**src/rtl/quad_encoder_gen.sv**
```systemverilog
// Quadrature pulse generator: emits Gray-coded A/B edges for a signed step count
// at a fixed per-move edge period, tracking the signed position a decoder would see.
module quad_encoder_gen #(
    parameter int WIDTH      = 32,
    parameter int PW         = 16,
    parameter int MIN_PERIOD = 2
) (
    input  logic             clk,
    input  logic             rst_n,
    input  logic             cmd_valid,
    output logic             cmd_ready,
    input  logic [WIDTH-1:0] cmd_steps,
    input  logic [PW-1:0]    cmd_period,
    input  logic             abort,
    input  logic             pos_clr,
    output logic             quadA,
    output logic             quadB,
    output logic             busy,
    output logic             done,
    output logic [WIDTH-1:0] position
);

    typedef enum logic [1:0] {
        S_IDLE,
        S_RUN,
        S_DONE
    } state_t;

    localparam logic [PW-1:0]    MIN_P = PW'(MIN_PERIOD);
    localparam logic [PW-1:0]    ONE_P = PW'(1);
    localparam logic [WIDTH-1:0] ONE_W = WIDTH'(1);

    state_t           r_state;
    state_t           w_next;
    logic [WIDTH-1:0] r_remaining;
    logic [WIDTH-1:0] r_position;
    logic [WIDTH-1:0] w_absSteps;
    logic [PW-1:0]    r_timer;
    logic [PW-1:0]    r_period;
    logic [PW-1:0]    w_cmdPeriod;
    logic             r_dir;
    logic             r_quadA;
    logic             r_quadB;
    logic             w_accept;
    logic             w_edgeDue;
    logic             w_emit;

    // The most negative step count maps to 2^(WIDTH-1), which still fits unsigned.
    assign w_absSteps  = cmd_steps[WIDTH-1] ? (~cmd_steps + ONE_W) : cmd_steps;
    assign w_cmdPeriod = (cmd_period < MIN_P) ? MIN_P : cmd_period;
    assign w_accept    = (r_state == S_IDLE) && cmd_valid;
    assign w_edgeDue   = (r_state == S_RUN) && (r_timer == '0);

    always_ff @(posedge clk or negedge rst_n) begin
        if (!rst_n) begin
            r_state <= S_IDLE;
        end else begin
            r_state <= w_next;
        end
    end

    // Abort beats a due edge: the move stops without emitting it.
    always_comb begin
        w_next = r_state;
        w_emit = 1'b0;
        case (r_state)
            S_IDLE: begin
                if (w_accept) begin
                    w_next = (cmd_steps == '0) ? S_DONE : S_RUN;
                end
            end
            S_RUN: begin
                if (abort) begin
                    w_next = S_IDLE;
                end else if (w_edgeDue) begin
                    w_emit = 1'b1;
                    if (r_remaining == ONE_W) begin
                        w_next = S_DONE;
                    end
                end
            end
            S_DONE: begin
                w_next = S_IDLE;
            end
            default: begin
                w_next = S_IDLE;
            end
        endcase
    end

    always_ff @(posedge clk or negedge rst_n) begin
        if (!rst_n) begin
            r_dir       <= 1'b0;
            r_remaining <= '0;
            r_period    <= '0;
            r_timer     <= '0;
        end else if (w_accept) begin
            r_dir       <= ~cmd_steps[WIDTH-1];
            r_remaining <= w_absSteps;
            r_period    <= w_cmdPeriod;
            r_timer     <= w_cmdPeriod - ONE_P;
        end else if (r_state == S_RUN) begin
            if (abort) begin
                r_remaining <= '0;
                r_timer     <= '0;
            end else if (w_edgeDue) begin
                r_remaining <= r_remaining - ONE_W;
                r_timer     <= r_period - ONE_P;
            end else begin
                r_timer     <= r_timer - ONE_P;
            end
        end
    end

    // Forward toggles A when A==B, else B; reverse does the opposite.
    always_ff @(posedge clk or negedge rst_n) begin
        if (!rst_n) begin
            r_quadA <= 1'b0;
            r_quadB <= 1'b0;
        end else if (w_emit) begin
            if ((r_quadA == r_quadB) == r_dir) begin
                r_quadA <= ~r_quadA;
            end else begin
                r_quadB <= ~r_quadB;
            end
        end
    end

    always_ff @(posedge clk or negedge rst_n) begin
        if (!rst_n) begin
            r_position <= '0;
        end else if (pos_clr) begin
            r_position <= '0;
        end else if (w_emit) begin
            r_position <= r_dir ? (r_position + ONE_W) : (r_position - ONE_W);
        end
    end

    assign cmd_ready = (r_state == S_IDLE);
    assign busy      = (r_state == S_RUN);
    assign done      = (r_state == S_DONE);
    assign quadA     = r_quadA;
    assign quadB     = r_quadB;
    assign position  = r_position;

endmodule
```
**config.mk**
```make
export PLATFORM = sky130hd
export DESIGN_NAME = quad_encoder_gen
export DESIGN_NICKNAME = d
export VERILOG_FILES = /design/src/rtl/quad_encoder_gen.sv
export SDC_FILE = /design/constraint.sdc
export NUM_CORES = 1
export LEC_CHECK = 0
export CORE_MARGIN = 3
export CORE_UTILIZATION = 45
export DETAILED_ROUTE_END_ITERATION = 7
export GPL_TIMING_DRIVEN = 0
export PLACE_DENSITY = 0.66
export SKIP_LAST_GASP = 1
export SLEW_MARGIN = 10
export SYNTH_ARGS = -nofsm -noshare
export SYNTH_HDL_FRONTEND = slang
export SYNTH_SLANG_ARGS = --single-unit
```
**constraint.sdc**
```tcl
create_clock -name clk -period 5.1 [get_ports clk]
set_clock_uncertainty 0.05 [all_clocks]
set_input_delay 0.765 -clock clk [delete_from_list [all_inputs] [get_ports clk]]
set_output_delay 0.765 -clock clk [all_outputs]
set_load 0.05 [all_outputs]
```
==> impl_metrics.tcl, run 1 <==
set metrics [dict create \
    fillers 1670 \
    final.min_clock_period_ns 4.69 \
    grt_pass1_vias 7489 \
    start_util_pct 46.5 \
    ys_types 65 \
    avgViaCountPerCell 6.07 \
    antenna_found_initial 0 \
    slew_violations 0 \
    die_w_um 138 \
    synth_fp_nets 1090 \
    met1_usage_pct 35.4 \
    place_congestion 0.938 \
    grt_pass1_wl_um 38600 \
    p_per_area_nw_per_um2 387 \
    syn_area_um2 7830 \
    synth_compound_area_share_pct 26.1 \
    slew_headroom_pct 22.4 \
    ctsResizeCount 0 \
    postCtsSetupBuffers 0 \
    clkTransAtPathRegs_ns 0.07 \
    setup_viol 0 \
    rows 47 \
    synth_top_area_share_pct 32.3 \
    holdWs_ns 0.304 \
    synth_top_family_by_area "compound AO/OA/AOI/OAI gates" \
    overflow 0 \
    hold_viol_final 0 \
    root_buffer "clkbuf_16" \
    synthArstFlopShare_pct 100 \
    synth_edf_count 0 \
    htreeDepth 3 \
    finalPower_uw 3590 \
    synth_common_cells "147 x nand2_1, 104 x o21ai_0, 101 x dfrtp_1, 88 x a21oi_1, 86 x nor2_1" \
    leakagePower_uw 0.00376 \
    routed_wl_um 24400 \
    synth-seq-cells 101 \
    cts_made_buffers 9 \
    ys_warn_count 0 \
    fin_area_um2 9280 \
    num_io_pins 90 \
    antenna_left 0 \
    fp.coreArea_um2 16800 \
    arrival_ns 4.88 \
    n_antenna_cell 0 \
    drcViolationCount 0 \
    synthSimpleGateAreaFrac_pct 25.9 \
    cts_tree "done" \
    ys.flop_type "dfrtp_1" \
    synth_top_area_cell "dfrtp_1" \
    synth_most_common_cell "nand2_1" \
    grt-busiest-layer "met2" \
    area_delta_synth_final_pct 18.6 \
    cts_max_path_buffers 2 \
    worstMarginPinSlew_ns 1.16 \
    synth_area_per_cell_um2 7.82 \
    path_class "register to register" \
    finalNetCount 1189 \
    synthMuxAreaShare_pct 0.799 \
    track_usage_pct 25.8 \
    io_buffer_count 87 \
    clk-insertion-delay-late_ns 0.35 \
    endpoint_kind "register" \
    dieArea_um2 19000 \
    die_h_um 138 \
    ir_worst_vdd_mv 0.227 \
    grt_start_max_net_pins 53 \
    grt_use_met2_pct 41.0 \
    postCtsHoldBufs 0 \
    cts.sinks 101 \
    drt_iter0_drc 668 \
    timing.final.crit_share_pct 91.9 \
    syn_inst 1001 \
    startpoint "r_dir" \
    place_area_um2 9000 \
    status "finished, final reports clean" \
    synth_xor_area_share_pct 6.16 \
    rsz0062_at_grt "false" \
    vias 8037 \
    worstSetupStartpointType "register" \
    r2r-start "r_dir" \
    hpwl_um 18100 \
    drt-pass1-iter-count 5 \
    finish.utilization_pct 55.2 \
    drv_cap 0 \
    synthTopCellsByArea "dfrtp_1 32%, nand2_1 7.1%, o21ai_0 6.7%" \
    yosysSeqAreaShare_pct 32.3 \
    hold_class "primary input to asynchronous set/reset pin" \
    drive_above_1_share_pct 2.99 \
    synth_fa_ha_area_share_pct 5.85 \
    avgRoutedWirePerCell_um 18.4 \
    globalRouteMet3Util_pct 2.79 \
    setup_tns_ns 0 \
    critPathRequiredTime_ns 5.29 \
    max_freq_mhz 213 \
    crit_path_max_fanout 31 \
]
-- sequential cells by signal (all words and copies together) (netlist names) --
name / count
position: 32
r_remaining: 32
r_dir: 1
r_period: 16
quadB: 1
quadA: 1
r_state: 2
r_timer: 16
-- logic make-up (layout without fill, tap and decap cells) --
group	count (synthesis)	in the layout
and+or+nand+nor	416	416
AOI/OAI and AO/OA	327	327
DFF	101	101
buffers and inverters	60	162
xor gates and xnor gates	55	55
adders and majority gates	36	36
muxes	6	6
-- routing by layer --
metal	part of all wire, %	vias up
met4	3.6	0
li1	-	3895
met5	0	-
met1	44	3768
met3	5.9	66
met2	46	308
-- final timing paths --
| check | endpoint | slack (ns) | cells after the start |
|---|---|---|---|
| hold / removal | position[7] | 0.30 | 1 |
| hold reg to reg | r_period[15] | 0.45 | 2 |
| setup / recovery | position[31] | 0.41 | 10 |
| min in group clk | r_period[15] | 0.45 | 2 |
| setup reg to reg | position[31] | 0.41 | 10 |
| max in group asynchronous | r_remaining[26] | 4.08 | 2 |
-- cell usage in the layout (no fill, tap or decap), types with 5 or more instances in the layout --
master	count
xnor2_1	27
a31oi_1	5
a211oi_1	13
o21a_1	11
dfrtp_1	101
or3_1	19
and2_1	6
nor4b_1	5
nand3b_1	8
a21oi_1	88
o31ai_1	14
inv_1	15
nand4_1	7
nor2_1	86
or4_1	8
xor2_1	28
a21o_1	13
o221ai_1	5
clkbuf_16	9
clkbuf_1	42
o211ai_1	11
nor4_1	27
nand3_1	36
o21ai_0	104
nand2_1	147
and3_1	8
ha_1	35
nand2b_1	11
clkdlybuf4s50_1	86
a22oi_1	8
nor3_1	28
a211o_1	6
a21boi_0	5
or2_2	6
-- area by class of cell --
type	instances	area, um2	area share [%]
Buffer	43	161	1.74
Clock buffer	12	246	2.66
Clock inverter	2	35.0	0.377
Inverter	17	63.8	0.687
Multi-Input combinational cell	840	5070	54.7
Sequential cell	101	2530	27.2
Tap cell	220	275	2.97
Timing Repair Buffer	88	900	9.69
-- power breakdown --
group	internal [uW]	total, uW	switching [uW]
sequential	1050	1320	275
combinational	585	1580	993
clock	389	694	305
total	2020	3590	1570
-- worst max-delay path: stages (launching register included) --
cell and delay, ns:
dfrtp_1 0.49, inv_1 0.89, ha_1 0.46, a21o_1 0.20
o211a_1 0.22, a211o_1 0.27, a31o_2 0.27, a2111oi_1 0.93
o41ai_1 0.23, mux2i_1 0.21, mux2_2 0.34
-- metrics by stage --
step	setup WS (ns)	instances
floorplan	0.953	1001
global placement	-0.907	1308
detailed placement	0.436	1309
CTS	0.404	1323
global route	0.169	1323
finish	0.413	1323
Power figures use the tool's default switching activity.
==> run 2, diff against run 1 <==
Settings changed: CAP_MARGIN set to 5.
==> results of run 2 <==
The final DEF is identical to that of run 1; final timing and power are the same.
==> variant, RTL diff (config.mk and constraints of run 1) <==
Make the reset (`rst_n`) synchronous in 4 clocked blocks.
--- a/src/rtl/quad_encoder_gen.sv
+++ b/src/rtl/quad_encoder_gen.sv
@@ -51,7 +51,7 @@
     assign w_accept    = (r_state == S_IDLE) && cmd_valid;
     assign w_edgeDue   = (r_state == S_RUN) && (r_timer == '0);
 
-    always_ff @(posedge clk or negedge rst_n) begin
+    always_ff @(posedge clk) begin
         if (!rst_n) begin
             r_state <= S_IDLE;
         end else begin
@@ -88,7 +88,7 @@
         endcase
     end
 
-    always_ff @(posedge clk or negedge rst_n) begin
+    always_ff @(posedge clk) begin
         if (!rst_n) begin
             r_dir       <= 1'b0;
             r_remaining <= '0;
@@ -113,7 +113,7 @@
     end
 
     // Forward toggles A when A==B, else B; reverse does the opposite.
-    always_ff @(posedge clk or negedge rst_n) begin
+    always_ff @(posedge clk) begin
         if (!rst_n) begin
             r_quadA <= 1'b0;
             r_quadB <= 1'b0;
@@ -126,7 +126,7 @@
         end
     end
 
-    always_ff @(posedge clk or negedge rst_n) begin
+    always_ff @(posedge clk) begin
         if (!rst_n) begin
             r_position <= '0;
         end else if (pos_clr) begin
Check against the original RTL: differs if rst_n is asserted again (counterexample within 4 cycles, from zero or initial values and one cycle with rst_n low); with rst_n held inactive, the same outputs for 4 cycles.
==> variant against run 1 <==
Setup slack better by 340 ps; largest cell class unchanged; highest routed layer unchanged; sequential share of layout area is 4.5 points lower; wire length decreased by 3.8%; cell area fell by 3.9%; synthesized area down 4.5%; non-clock buffer count rose by 8; sequential cell count unchanged; register-to-register slack gained 420 ps; core utilization is 0.33 points higher.
Power is not compared: it rests on default switching activity, and its combinational part moved more than twofold at a synthesized area within 25%.
==> variant: results <==
[worst_setup_path]
worst_r2r_endpoint = "r_timer[12]"
worst-path-max-fanout = 5
slowest_stage = "or4_1"
worstSetupStartpoint = "cmd_period[8]"
worstPathArrival_ps = 4540
endpoint = "r_timer[10]"
timing.rr.start = "r_state[1]"
r2r_cells = 16
max_stage_delay_ps = 520
ff2ff_setup_slack_ps = 830

[synth]
synth_cell_types = 69
netlist_top_cells_count = "nand2_1, a21oi_1, dfxtp_1, o21ai_0, nor2_1"
synthAdderAreaFrac = 0.0613
synth-compound-area-share = 0.278
synth_xor_area_frac = 0.0844
synth_mux_area_frac = 0.00553
synth.area.top_cells = "dfxtp_1, nand2_1, a21oi_1, o21ai_0, ha_1"
async_reset_ff_frac = 0
syn_inst = 1019
yosysSeqAreaShare = 0.271
synth_nets = 1108

[layout]
layout-drive-gt1-share = 0.0321
nNetsFinal = 1207

[grt]
grt_pass1_vias = 7361
grt_pass1_wl_um = 38100
grt_max_degree = 32
antenna_found_initial = 0
grt_usage = 0.259

[worst_hold_path]
hp-class = "reg -> reg"
min_from = "r_period[14]"
whs_endpoint = "r_period[14]"

[detailed_routing]
drt-vias-per-instance = 5.91
first_pass_iters = 6
wl_per_cell_um = 17.5
vias = 7911
drc = 0
drtIter0Drc = 750

[clocking]
cts_htree_levels = 3
cts_resized = 0
hold_buffers = 0
cts_buffer_depth = 2
numCtsBuffers = 9
clk_latency_ps = 360

[placed_design]
place.gp.congestion = 0.935
place_area_sq_um = 8620
port_buffers = 88
dp_slack_ps = 433
dp.cells = 1323
dp_hpwl_um = 17400

[timing]
fmax_ghz = 0.230
max-slew-margin-rel = 0.227
timing.hold.ws_ps = 411

[power]
seq_power_share = 0.374
intPower_w = 0.00151
power_density_nw_per_um2 = 268

[status]
outcome = "finished, final reports clean"
==> variant: cell count changes after synthesis, sizes merged, moves of 9 or more <==
cell          run 1  this run
o21ai           105        96
nor2b             4        17
a21oi            88       106
xnor2            27        38
dfxtp             0       101
dfrtp           101         0
==> variant: layout make-up <==
type / count / area (sq um)
buffer: 51 / 191
clock buffer: 11 / 233
clock inverter: 5 / 60.1
fill: 1576 / 7140
inverter: 18 / 67.6
multi-input combinational: 849 / 5190
sequential: 101 / 2020
tap: 216 / 270
timing repair buffer: 88 / 881
==> variant: critical path, delay by kind of cell <==
family          cells  cell delay, ps
buf+inv             1             500
simple gates        9            2630
fa+ha+maj           1             210
xor+xnor            1             200
compound gates      2             240
==> variant: layer usage <==
layer / global-route usage / routed length, um / vias up
li1: - / - / 3927
met1: 0.353 / 11000 / 3691
met2: 0.431 / 10700 / 257
met3: 0.0317 / 1180 / 36
met4: 0.0781 / 525 / 0
met5: 0 / 0 / -
